[src/rtl/spi_pkg.sv]
// Shared types and sizing constants for the SPI master shift engine.
package spi_pkg;

  localparam int SPI_DATA_W = 8;
  localparam int SPI_DIV_W  = 8;

  typedef enum logic [1:0] {
    SPI_IDLE,
    SPI_SHIFT,
    SPI_DONE
  } spi_master_state_t;

  // Width of a counter that must hold 0..2*data_w (SCK edges per frame).
  function automatic int spi_edge_w(input int data_w);
    return $clog2(2 * data_w + 1);
  endfunction

endpackage

[src/rtl/spi_master_if.sv]
// Register-file and pin side signals of the SPI master.
// lsb_first exists only when SPI_LSB_FIRST_EN is defined.
interface spi_master_if
  import spi_pkg::*;
#(
  parameter int DATA_W = SPI_DATA_W,
  parameter int DIV_W  = SPI_DIV_W
);

  logic              cpol;
  logic              cpha;
  logic [DIV_W-1:0]  clk_div;
  logic [DATA_W-1:0] tx_data;
  logic              tx_valid;
  logic              busy;
  logic [DATA_W-1:0] rx_data;
  logic              rx_valid;
  logic              sck;
  logic              mosi;
  logic              miso;
`ifdef SPI_LSB_FIRST_EN
  logic              lsb_first;

  modport master (
    input  cpol, cpha, clk_div, tx_data, tx_valid, miso, lsb_first,
    output busy, rx_data, rx_valid, sck, mosi
  );

  modport slave (
    output cpol, cpha, clk_div, tx_data, tx_valid, miso, lsb_first,
    input  busy, rx_data, rx_valid, sck, mosi
  );
`else
  modport master (
    input  cpol, cpha, clk_div, tx_data, tx_valid, miso,
    output busy, rx_data, rx_valid, sck, mosi
  );

  modport slave (
    output cpol, cpha, clk_div, tx_data, tx_valid, miso,
    input  busy, rx_data, rx_valid, sck, mosi
  );
`endif

endinterface

[src/rtl/spi_clk_gen.sv]
// SCK generator: half-period counter, SCK register and edge counter.
// Strobes mark the clock edge on which an SCK edge is produced.
module spi_clk_gen
  import spi_pkg::*;
#(
  parameter int DATA_W = SPI_DATA_W,
  parameter int DIV_W  = SPI_DIV_W
) (
  input  logic             clk,
  input  logic             rst_n,
  input  logic             start,
  input  logic             run,
  input  logic             idle,
  input  logic             cpol,
  input  logic [DIV_W-1:0] clk_div,
  output logic             sck,
  output logic             lead_stb,
  output logic             trail_stb,
  output logic             last_edge
);

  localparam int EDGE_W = spi_edge_w(DATA_W);
  localparam logic [EDGE_W-1:0] LAST_IDX = EDGE_W'(2 * DATA_W - 1);

  logic [DIV_W-1:0]  div_reg;
  logic [DIV_W-1:0]  cnt_reg;
  logic [EDGE_W-1:0] edge_reg;
  logic              sck_reg;
  logic              edge_now;

  assign edge_now = run && (cnt_reg == '0);

  always_ff @(posedge clk or negedge rst_n) begin
    if (!rst_n) begin
      div_reg  <= '0;
      cnt_reg  <= '0;
      edge_reg <= '0;
      sck_reg  <= 1'b0;
    end else if (start) begin
      div_reg  <= clk_div;
      cnt_reg  <= clk_div;
      edge_reg <= '0;
      sck_reg  <= cpol;
    end else if (run) begin
      if (cnt_reg == '0) begin
        sck_reg  <= ~sck_reg;
        edge_reg <= edge_reg + EDGE_W'(1);
        cnt_reg  <= div_reg;
      end else begin
        cnt_reg <= cnt_reg - DIV_W'(1);
      end
    end else if (idle) begin
      sck_reg <= cpol;
    end
  end

  // edge_reg still holds n-1 here, so an even value means odd (leading) edge n.
  assign lead_stb  = edge_now && !edge_reg[0];
  assign trail_stb = edge_now &&  edge_reg[0];
  assign last_edge = edge_now && (edge_reg == LAST_IDX);
  assign sck       = sck_reg;

endmodule

[src/rtl/spi_master.sv]
// SPI master shift engine: FSM plus tx/rx shift registers around spi_clk_gen.
// Optional macro SPI_LSB_FIRST_EN adds the lsb_first bit-order control.
module spi_master
  import spi_pkg::*;
#(
  parameter int DATA_W = SPI_DATA_W,
  parameter int DIV_W  = SPI_DIV_W
) (
  input logic          clk,
  input logic          rst_n,
  spi_master_if.master bus
);

  spi_master_state_t state_reg, state_next;

  logic              start, run, idle;
  logic              lead_stb, trail_stb, last_edge;
  logic              sample_stb, drive_stb;
  logic              lsb_in;
  logic              cpha_reg;
  logic              lsb_reg;
  logic              busy_reg;
  logic              mosi_reg;
  logic              rx_valid_reg;
  logic [DATA_W-1:0] tx_shift_reg;
  logic [DATA_W-1:0] rx_shift_reg;
  logic [DATA_W-1:0] rx_data_reg;
  logic              sck_w;

`ifdef SPI_LSB_FIRST_EN
  assign lsb_in = bus.lsb_first;
`else
  assign lsb_in = 1'b0;
`endif

  function automatic logic tx_head(input logic [DATA_W-1:0] v, input logic lsb);
    return lsb ? v[0] : v[DATA_W-1];
  endfunction

  function automatic logic [DATA_W-1:0] tx_advance(input logic [DATA_W-1:0] v, input logic lsb);
    return lsb ? (v >> 1) : (v << 1);
  endfunction

  function automatic logic [DATA_W-1:0] rx_insert(input logic [DATA_W-1:0] v,
                                                   input logic b, input logic lsb);
    return lsb ? {b, v[DATA_W-1:1]} : {v[DATA_W-2:0], b};
  endfunction

  spi_clk_gen #(
    .DATA_W (DATA_W),
    .DIV_W  (DIV_W)
  ) u_clk_gen (
    .clk       (clk),
    .rst_n     (rst_n),
    .start     (start),
    .run       (run),
    .idle      (idle),
    .cpol      (bus.cpol),
    .clk_div   (bus.clk_div),
    .sck       (sck_w),
    .lead_stb  (lead_stb),
    .trail_stb (trail_stb),
    .last_edge (last_edge)
  );

  always_ff @(posedge clk or negedge rst_n) begin
    if (!rst_n) state_reg <= SPI_IDLE;
    else        state_reg <= state_next;
  end

  always_comb begin
    state_next = state_reg;
    start      = 1'b0;
    run        = 1'b0;
    idle       = 1'b0;
    case (state_reg)
      SPI_IDLE: begin
        idle = 1'b1;
        if (bus.tx_valid) begin
          start      = 1'b1;
          state_next = SPI_SHIFT;
        end
      end
      SPI_SHIFT: begin
        run = 1'b1;
        if (last_edge) state_next = SPI_DONE;
      end
      SPI_DONE: state_next = SPI_IDLE;
      default:  state_next = SPI_IDLE;
    endcase
  end

  // The final trailing edge returns SCK to idle and never launches a new bit.
  assign sample_stb = cpha_reg ? trail_stb : lead_stb;
  assign drive_stb  = cpha_reg ? lead_stb  : (trail_stb && !last_edge);

  always_ff @(posedge clk or negedge rst_n) begin
    if (!rst_n) begin
      cpha_reg     <= 1'b0;
      lsb_reg      <= 1'b0;
      busy_reg     <= 1'b0;
      mosi_reg     <= 1'b0;
      rx_valid_reg <= 1'b0;
      tx_shift_reg <= '0;
      rx_shift_reg <= '0;
      rx_data_reg  <= '0;
    end else begin
      rx_valid_reg <= 1'b0;
      case (state_reg)
        SPI_IDLE: begin
          mosi_reg <= 1'b0;
          if (start) begin
            cpha_reg     <= bus.cpha;
            lsb_reg      <= lsb_in;
            busy_reg     <= 1'b1;
            rx_shift_reg <= '0;
            // With cpha=0 the first bit must be on the line before the first edge.
            if (bus.cpha) begin
              tx_shift_reg <= bus.tx_data;
            end else begin
              mosi_reg     <= tx_head(bus.tx_data, lsb_in);
              tx_shift_reg <= tx_advance(bus.tx_data, lsb_in);
            end
          end
        end
        SPI_SHIFT: begin
          if (sample_stb) rx_shift_reg <= rx_insert(rx_shift_reg, bus.miso, lsb_reg);
          if (drive_stb) begin
            mosi_reg     <= tx_head(tx_shift_reg, lsb_reg);
            tx_shift_reg <= tx_advance(tx_shift_reg, lsb_reg);
          end
        end
        SPI_DONE: begin
          rx_data_reg  <= rx_shift_reg;
          rx_valid_reg <= 1'b1;
          busy_reg     <= 1'b0;
          mosi_reg     <= 1'b0;
        end
        default: ;
      endcase
    end
  end

  assign bus.busy     = busy_reg;
  assign bus.rx_data  = rx_data_reg;
  assign bus.rx_valid = rx_valid_reg;
  assign bus.sck      = sck_w;
  assign bus.mosi     = mosi_reg;

endmodule

[src/flat_wrapper.sv]
// flat-port wrapper written by rule: the top's interface ports become plain ports
module spi_master_flat import spi_pkg::*;
#(
  parameter int DATA_W = SPI_DATA_W,
  parameter int DIV_W  = SPI_DIV_W
)
  (clk, rst_n, bus_cpol, bus_cpha, bus_clk_div, bus_tx_data, bus_tx_valid, bus_miso, bus_busy, bus_rx_data, bus_rx_valid, bus_sck, bus_mosi);
  spi_master_if #(.DATA_W(DATA_W), .DIV_W(DIV_W)) bus_i ();
  input logic clk;
  input logic rst_n;
  input wire logic [$bits(bus_i.cpol)-1:0] bus_cpol;
  input wire logic [$bits(bus_i.cpha)-1:0] bus_cpha;
  input wire logic [$bits(bus_i.clk_div)-1:0] bus_clk_div;
  input wire logic [$bits(bus_i.tx_data)-1:0] bus_tx_data;
  input wire logic [$bits(bus_i.tx_valid)-1:0] bus_tx_valid;
  input wire logic [$bits(bus_i.miso)-1:0] bus_miso;
  output wire logic [$bits(bus_i.busy)-1:0] bus_busy;
  output wire logic [$bits(bus_i.rx_data)-1:0] bus_rx_data;
  output wire logic [$bits(bus_i.rx_valid)-1:0] bus_rx_valid;
  output wire logic [$bits(bus_i.sck)-1:0] bus_sck;
  output wire logic [$bits(bus_i.mosi)-1:0] bus_mosi;
  assign bus_i.cpol = bus_cpol;
  assign bus_i.cpha = bus_cpha;
  assign bus_i.clk_div = bus_clk_div;
  assign bus_i.tx_data = bus_tx_data;
  assign bus_i.tx_valid = bus_tx_valid;
  assign bus_i.miso = bus_miso;
  assign bus_busy = bus_i.busy;
  assign bus_rx_data = bus_i.rx_data;
  assign bus_rx_valid = bus_i.rx_valid;
  assign bus_sck = bus_i.sck;
  assign bus_mosi = bus_i.mosi;
  spi_master #(.DATA_W(DATA_W), .DIV_W(DIV_W)) u_core (.clk(clk), .rst_n(rst_n), .bus(bus_i));
endmodule
[config.mk]
export PLATFORM = sky130hd
export DESIGN_NAME = spi_master_flat
export DESIGN_NICKNAME = d
export VERILOG_FILES = /design/src/rtl/spi_pkg.sv /design/src/rtl/spi_master_if.sv /design/src/rtl/spi_clk_gen.sv /design/src/rtl/spi_master.sv /design/src/flat_wrapper.sv
export SDC_FILE = /design/constraint.sdc
export NUM_CORES = 1
export LEC_CHECK = 0
export CAP_MARGIN = 20
export CELL_PAD_IN_SITES_DETAIL_PLACEMENT = 0
export CELL_PAD_IN_SITES_GLOBAL_PLACEMENT = 1
export CORE_AREA = 3 3 93 95
export DETAILED_ROUTE_END_ITERATION = 7
export DIE_AREA = 0 0 96 98
export MAX_ROUTING_LAYER = met4
export PLACE_DENSITY_LB_ADDON = 0.1
export SKIP_CTS_REPAIR_TIMING = 1
export SYNTH_ARGS = -nofsm -noshare
export SYNTH_HDL_FRONTEND = slang
export SYNTH_HIERARCHICAL = 1
export SYNTH_SLANG_ARGS = --single-unit
export TNS_END_PERCENT = 20
[constraint.sdc]
create_clock -name clk -period 5.36 [get_ports clk]
set_input_delay 1.34 -clock clk [delete_from_list [all_inputs] [get_ports clk]]
set_output_delay 1.34 -clock clk [all_outputs]
set_load 0.02 [all_outputs]
# Word-level counts from Yosys, hierarchy flattened

Cells that the tools add are included.

Add/subtract/negate cells: 2
Multiply operators: 0
Divide/modulo/power cells: 0
Order comparisons: 0
Eq/ne operators: 9
Shift-type cells: 0
Muxes and demuxes: 33
Bitwise gates (word level): 1
Reductions and logical operators: 23

Operator list:

| operator              | count |
|---|---|
| $mux W8               | 8 |
| $pmux W8 S2           | 2 |
| $mux W1               | 15 |
| $mux W5               | 3 |
| $reduce_and A2 Y1     | 6 |
| $logic_not A8 Y1      | 1 |
| $ne A2 B1 Y1 const B  | 4 |
| $reduce_bool A2 Y1    | 4 |
| $sub A8 B1 Y8 const B | 1 |
| $reduce_and A3 Y1     | 2 |
| $reduce_bool A3 Y1    | 2 |
| $add A5 B1 Y5 const B | 1 |
| $eq A5 B4 Y1 const B  | 1 |
| $logic_and A1 B1 Y1   | 5 |
| $mux W2               | 2 |
| $pmux W2 S2           | 1 |
| $ne A3 B1 Y1 const B  | 1 |
| $pmux W1 S3           | 1 |
| $eq A2 B1 Y1 const B  | 1 |
| $eq A2 B2 Y1 const B  | 1 |
| $logic_not A1 Y1      | 2 |
| $logic_not A2 Y1      | 1 |
| $ne A2 B2 Y1 const B  | 1 |
| $pmux W1 S2           | 1 |
| $not A1 Y1            | 1 |

Bits in registers: 52
Latch bits: 0
Bits in writable memories: 0
ROM bits: 0
Bits of input ports: 22
Memories kept: 0

# Depth between registers and ports, before layout

Depth in word-level cells: 9
Depth in mapped cells: 9
Depth with buffers taken out: 8

# By module

Netlist, hierarchy kept.

By module, submodules not included:

| module      | times used | cells an instance | area each (um2) | sequential area each (um2) |
|---|---|---|---|---|
| spi_master  | 1          | 129               | 1502.7          | 750.7 |
| spi_clk_gen | 1          | 121               | 1232.4          | 550.5 |

# Least setup slack after synthesis

OpenSTA, ideal clock, no wires.

Path kind: reg-to-reg
Start: register u_core.state_reg[1]
End: register u_core.tx_shift_reg[0]
Library setup time: 0.125 ns
Arrival time: 2.780 ns
Path slack: 2.455 ns
Cell stages (with the launch flop): 8
Clock period less this slack: 2.905 ns
Cells stage by stage: dfrtp_1 -> inv_1 -> ha_1 -> nor4bb_1 -> and3_1 -> or3b_4 -> a32oi_4 -> mux2_2

Elaborated cells on any way between the ends: 16
Those cells by class: 3 x eq/ne; 4 x mux; 9 x reduce/logical

RTL lines:

| item                        | line              | RTL |
|---|---|---|
| from (decl)                 | spi_master.sv:14  | `spi_master_state_t state_reg, state_next;` |
| from (signal assigned)      | spi_master.sv:68  | `else state_reg <= state_next;` |
| $eq A2 B1 Y1                | spi_master.sv:76  | `case (state_reg)` |
| $mux W1                     | spi_master.sv:76  |  |
| via u_core.run              | spi_master.sv:16  | `logic start, run, idle;` |
| $logic_and A1 B1 Y1         | spi_clk_gen.sv:31 | `assign edge_now = run && (cnt_reg == '0);` |
| $logic_and A1 B1 Y1         | spi_clk_gen.sv:59 | `assign trail_stb = edge_now && edge_reg[0];` |
| via u_core.trail_stb        | spi_master.sv:17  | `logic lead_stb, trail_stb, last_edge;` |
| $logic_and A1 B1 Y1         | spi_master.sv:95  | `assign drive_stb = cpha_reg ? lead_stb : (trail_stb && !last_edge);` |
| $mux W1                     | spi_master.sv:95  |  |
| $ne A2 B1 Y1 (no line)      | --                |  |
| $reduce_and A3 Y1 (no line) | --                |  |
| to (signal assigned)        | spi_master.sv:119 | `tx_shift_reg <= bus.tx_data;` |
| to (signal assigned)        | spi_master.sv:122 | `tx_shift_reg <= tx_advance(bus.tx_data, lsb_in);` |
| to (signal assigned)        | spi_master.sv:130 | `tx_shift_reg <= tx_advance(tx_shift_reg, lsb_reg);` |
| to (decl)                   | spi_master.sv:25  | `logic [DATA_W-1:0] tx_shift_reg;` |

The timed path passes the listed nets, and every way through them passes these cells.
A chain may end at the register's enable or synchronous reset.

# Worst setup path after layout

Start: input port bus_tx_valid
End: register u_core.u_clk_gen.cnt_reg[5]

Word-level cells in the longest chain between the ends: 3
Elaborated cells on any way between the ends: 4
Those cells by class: 3 x mux; 1 x reduce/logical

RTL lines:

| item                                          | line               | RTL |
|---|---|---|
| from (decl)                                   | flat_wrapper.sv:15 | `input wire logic [$bits(bus_i.tx_valid)-1:0] bus_tx_valid;` |
| $mux W1 (*)                                   | spi_master.sv:79   | `if (bus.tx_valid) begin` |
| $mux W1 (*)                                   | spi_master.sv:76   |  |
| via u_core.start                              | spi_master.sv:16   |  |
| $mux W8 or $reduce_bool A2 Y1 (tied branches) | --                 |  |
| to (signal assigned)                          | spi_clk_gen.sv:41  | `cnt_reg <= clk_div;` |
| to (signal assigned)                          | spi_clk_gen.sv:48  | `cnt_reg <= div_reg;` |
| to (signal assigned)                          | spi_clk_gen.sv:50  | `cnt_reg <= cnt_reg - DIV_W'(1);` |
| to (decl)                                     | spi_clk_gen.sv:26  | `logic [DIV_W-1:0] cnt_reg;` |

Mark *: on every way through the listed nets, which the timed path passes. The rest lies on a longest branch.

==> summary.txt <==
Status
  • Outcome: completed

Drt
  • DRT Wirelength: ~5500 um
  • DR pass1 iterations: 4
  • Iter 0 DRT Violations: 70
  • Final ANT Viol Nets: 0
  • Post-DR vias/cell: 4.83
  • DRC viols: 0
  • Vias: 1871
  • Drt wl/cell: 14.2 um

Setup path
  • CP bufs+invs: 3
  • Crit. End Element: flip-flop
  • Critical path class: in -> reg
  • Worst R2R Setup Slack: 2.59 ns
  • CP Cell Sequence: clkdlybuf4s50_1 > nand2_1 > inv_1 > buf_4 > nor2_1 > a22oi_1 > o31ai_1
  • Family with the most delay on the worst path: buffers and inverters
  • Slowest cell delay on critical path: ~0.47 ns
  • Crit Path Max Fanout: 15
  • CP max stage cell: clkdlybuf4s50_1
  • Crit path DAT: 3.19 ns
  • CP startpoint: bus_tx_valid
  • FF-to-FF Start: u_core/state_reg[1]
  • Worst endpoint required time: 5.57 ns
  • Startpoint types: input pin
  • Worst r2r dst: u_core/tx_shift_reg[0]
  • Reg2Reg Depth: 8

GRT
  • Initial antenna violation count: 0
  • First-pass GRT wire length: 9570 um
  • Largest net degree at the start of global routing: 53
  • GR Overflow Total: 0
  • Number of global-route vias before repair: 1962
  • Tot GR Track Use: a little over an eighth

Job
  • Max-Cap Viols: 0

Yosys
  • Syn Inst Count: 250
  • Syn Area/Cell: 10.9 sq um
  • Register bit count reported by yosys: 52
  • Yosys warning total: 6
  • Async set-reset flop share out of synthesis: 100%
  • Post-synth EDFFs: 0
  • Syn_nets: 282
  • Yosys cell types: 44
  • Seq/Total Area, Yosys: 47.6%
  • Synth Cell Area: 2740 sq um
  • Post-synth top flop: dfrtp_1

Clocking
  • Clk buf depth: 2
  • H-tree level count: 2
  • Worst skew pair latency: 0.30 ns
  • Total CTS buffers: 5
  • Clk sinks: 52
  • Clk Tree Root Cell: clkbuf_8
  • CTS tree: yes
  • Worst-path clk slew: 0.10 ns

Place
  • PortBufs: 33
  • RePlAce Congestion: around 0.77
  • Post-DP HPWL: roughly 3800 um
  • Worst slack at placement: 2.06 ns

Min path
  • Hold Crit Class: reg -> reg
  • Hold Path End: u_core/bus.rx_data[6]
  • Min-Delay Path Depth: 1
  • Worst Hold Launch: u_core/bus.rx_data[6]

Timing
  • RSZ-0062 raised after global routing: no
  • Final Slew Violations: 0
  • Setup Total Neg Slack: 0 ns
  • Final Hold Fails: 0
  • Clock Skews: 0.00628 ns
  • Final setup fails: 0
  • Final worst slack: 2.38 ns
  • Crit share post-route: between 50% and 60%
  • Max Clk Rate: 335 MHz
  • Hold_ws: 0.513 ns
  • Relative slew slack: 55.4%
  • Min cycle time layout: 2.98 ns
  • Least-Margin Pin Slew: 0.669 ns

Die
  • Die span in y: 98 um
  • Number of cell rows: 32
  • Die footprint: approximately 9400 sq um
  • Initial Util: 35.0%
  • Die Wd: ~96 um
  • Core Area: ~7800 sq um
  • I/O pins: 34

Layout
  • ANT cells: 0
  • FILL cells: about 760
  • Final core occ: 42.0%
  • Nets: about 320
  • Proportion of layout cells with a drive suffix above 1: 16.1%
  • Area grow syn2layout: 19.8%

Power and ir drop
  • Power per cell area: about 510 nW/um^2
  • LEAKAGE: 1.44 nW
  • Worst vdd ir: 0.251 mV
  • Overall Power: approximately 1.7 mW
==> how the worst max path moves through the flow <==
stage	to	cells past startpoint
2_1_floorplan	u_core/tx_shift_reg[0]	7
3_3_place_gp	u_core/u_clk_gen/cnt_reg[1]	7
3_5_place_dp	u_core/u_clk_gen/cnt_reg[1]	7
4_1_cts	u_core/u_clk_gen/cnt_reg[1]	7
5_1_grt	u_core/u_clk_gen/cnt_reg[2]	7
6_report	u_core/u_clk_gen/cnt_reg[5]	7
==> metrics by stage <==
step           area, sq um  cells
2_1_floorplan         2740    250
3_3_place_gp          3170    379
3_5_place_dp          3170    379
4_1_cts               3280    387
5_1_grt               3280    387
6_report              3280    387
==> logic make-up after synthesis <==
group           Yosys count  share of synthesized area, %
compound gates           44                          11.6
xor+xnor                  7                          2.24
fa+ha+maj                10                          4.57
buf+inv                  30                          4.80
flops                    52                          47.6
mux                      45                          17.7
simple gates             62                          11.5
==> where the power goes <==
group | leakage, nW | total [mW] | internal (mW) | switching [mW]
sequential | 0.668 | 0.641 | 0.529 | 0.111
clock | 0.0541 | 0.269 | 0.138 | 0.130
combinational | 0.722 | 0.762 | 0.372 | 0.390
total | 1.44 | 1.67 | 1.04 | 0.631
==> worst register-to-register path: stages, from the launching register on <==
cell and delay [ns]:
dfrtp_1 0.42, inv_1 0.14, ha_1 0.20, nor4bb_1 0.32, buf_4 0.21, and3_1 0.18, or3b_4 0.40, a32oi_4 0.41
mux2_2 0.39
==> synth_stat cells, types with 5 or more instances <==
cell      instances  area (sq um)
clkbuf_1          5          18.8
mux2_2           26           293
a22oi_1           6          45.0
inv_1            19          71.3
dfrtp_1          52          1300
o21ai_0          14          70.1
a21oi_1           6          30.0
xor2_1            6          52.6
mux2i_1          19           190
ha_1             10           125
nor2_1           11          41.3
nand2_1          24          90.1
==> layout make-up <==
cell class,count,area (sq um),area share [%]
Sequential cell,52,1300,39.7
Inverter,19,71.3,2.18
Multi-Input combinational cell,168,1300,39.7
Clock buffer,5,68.8,2.10
Clock inverter,3,42.5,1.30
Timing Repair Buffer,38,363,11.1
Tap cell,102,128,3.89
==> layout by cell type, fill, tap and decap left out, drive strengths merged, types with 2 or more instances in the layout <==
cell / count
a211oi: 3
a21boi: 3
a21oi: 6
a22oi: 6
and2: 2
and3: 4
buf: 6
clkbuf: 5
clkdlybuf4s50: 32
dfrtp: 52
ha: 10
inv: 19
mux2: 26
mux2i: 19
nand2: 24
nand2b: 3
nand3: 3
nor2: 11
nor2b: 2
nor3: 3
nor4bb: 2
o211ai: 2
o21ai: 14
o22ai: 2
o31ai: 3
or3: 2
xor2: 6
==> per-layer routing <==
metal,GRT usage (%),vias up,share of wire (%)
met5,-,-,0
met4,3.94,0,1.2
met3,3.16,7,4.3
met2,19.9,36,46
met1,17.6,890,48
li1,-,938,-
(Power assumes the default switching activity.)
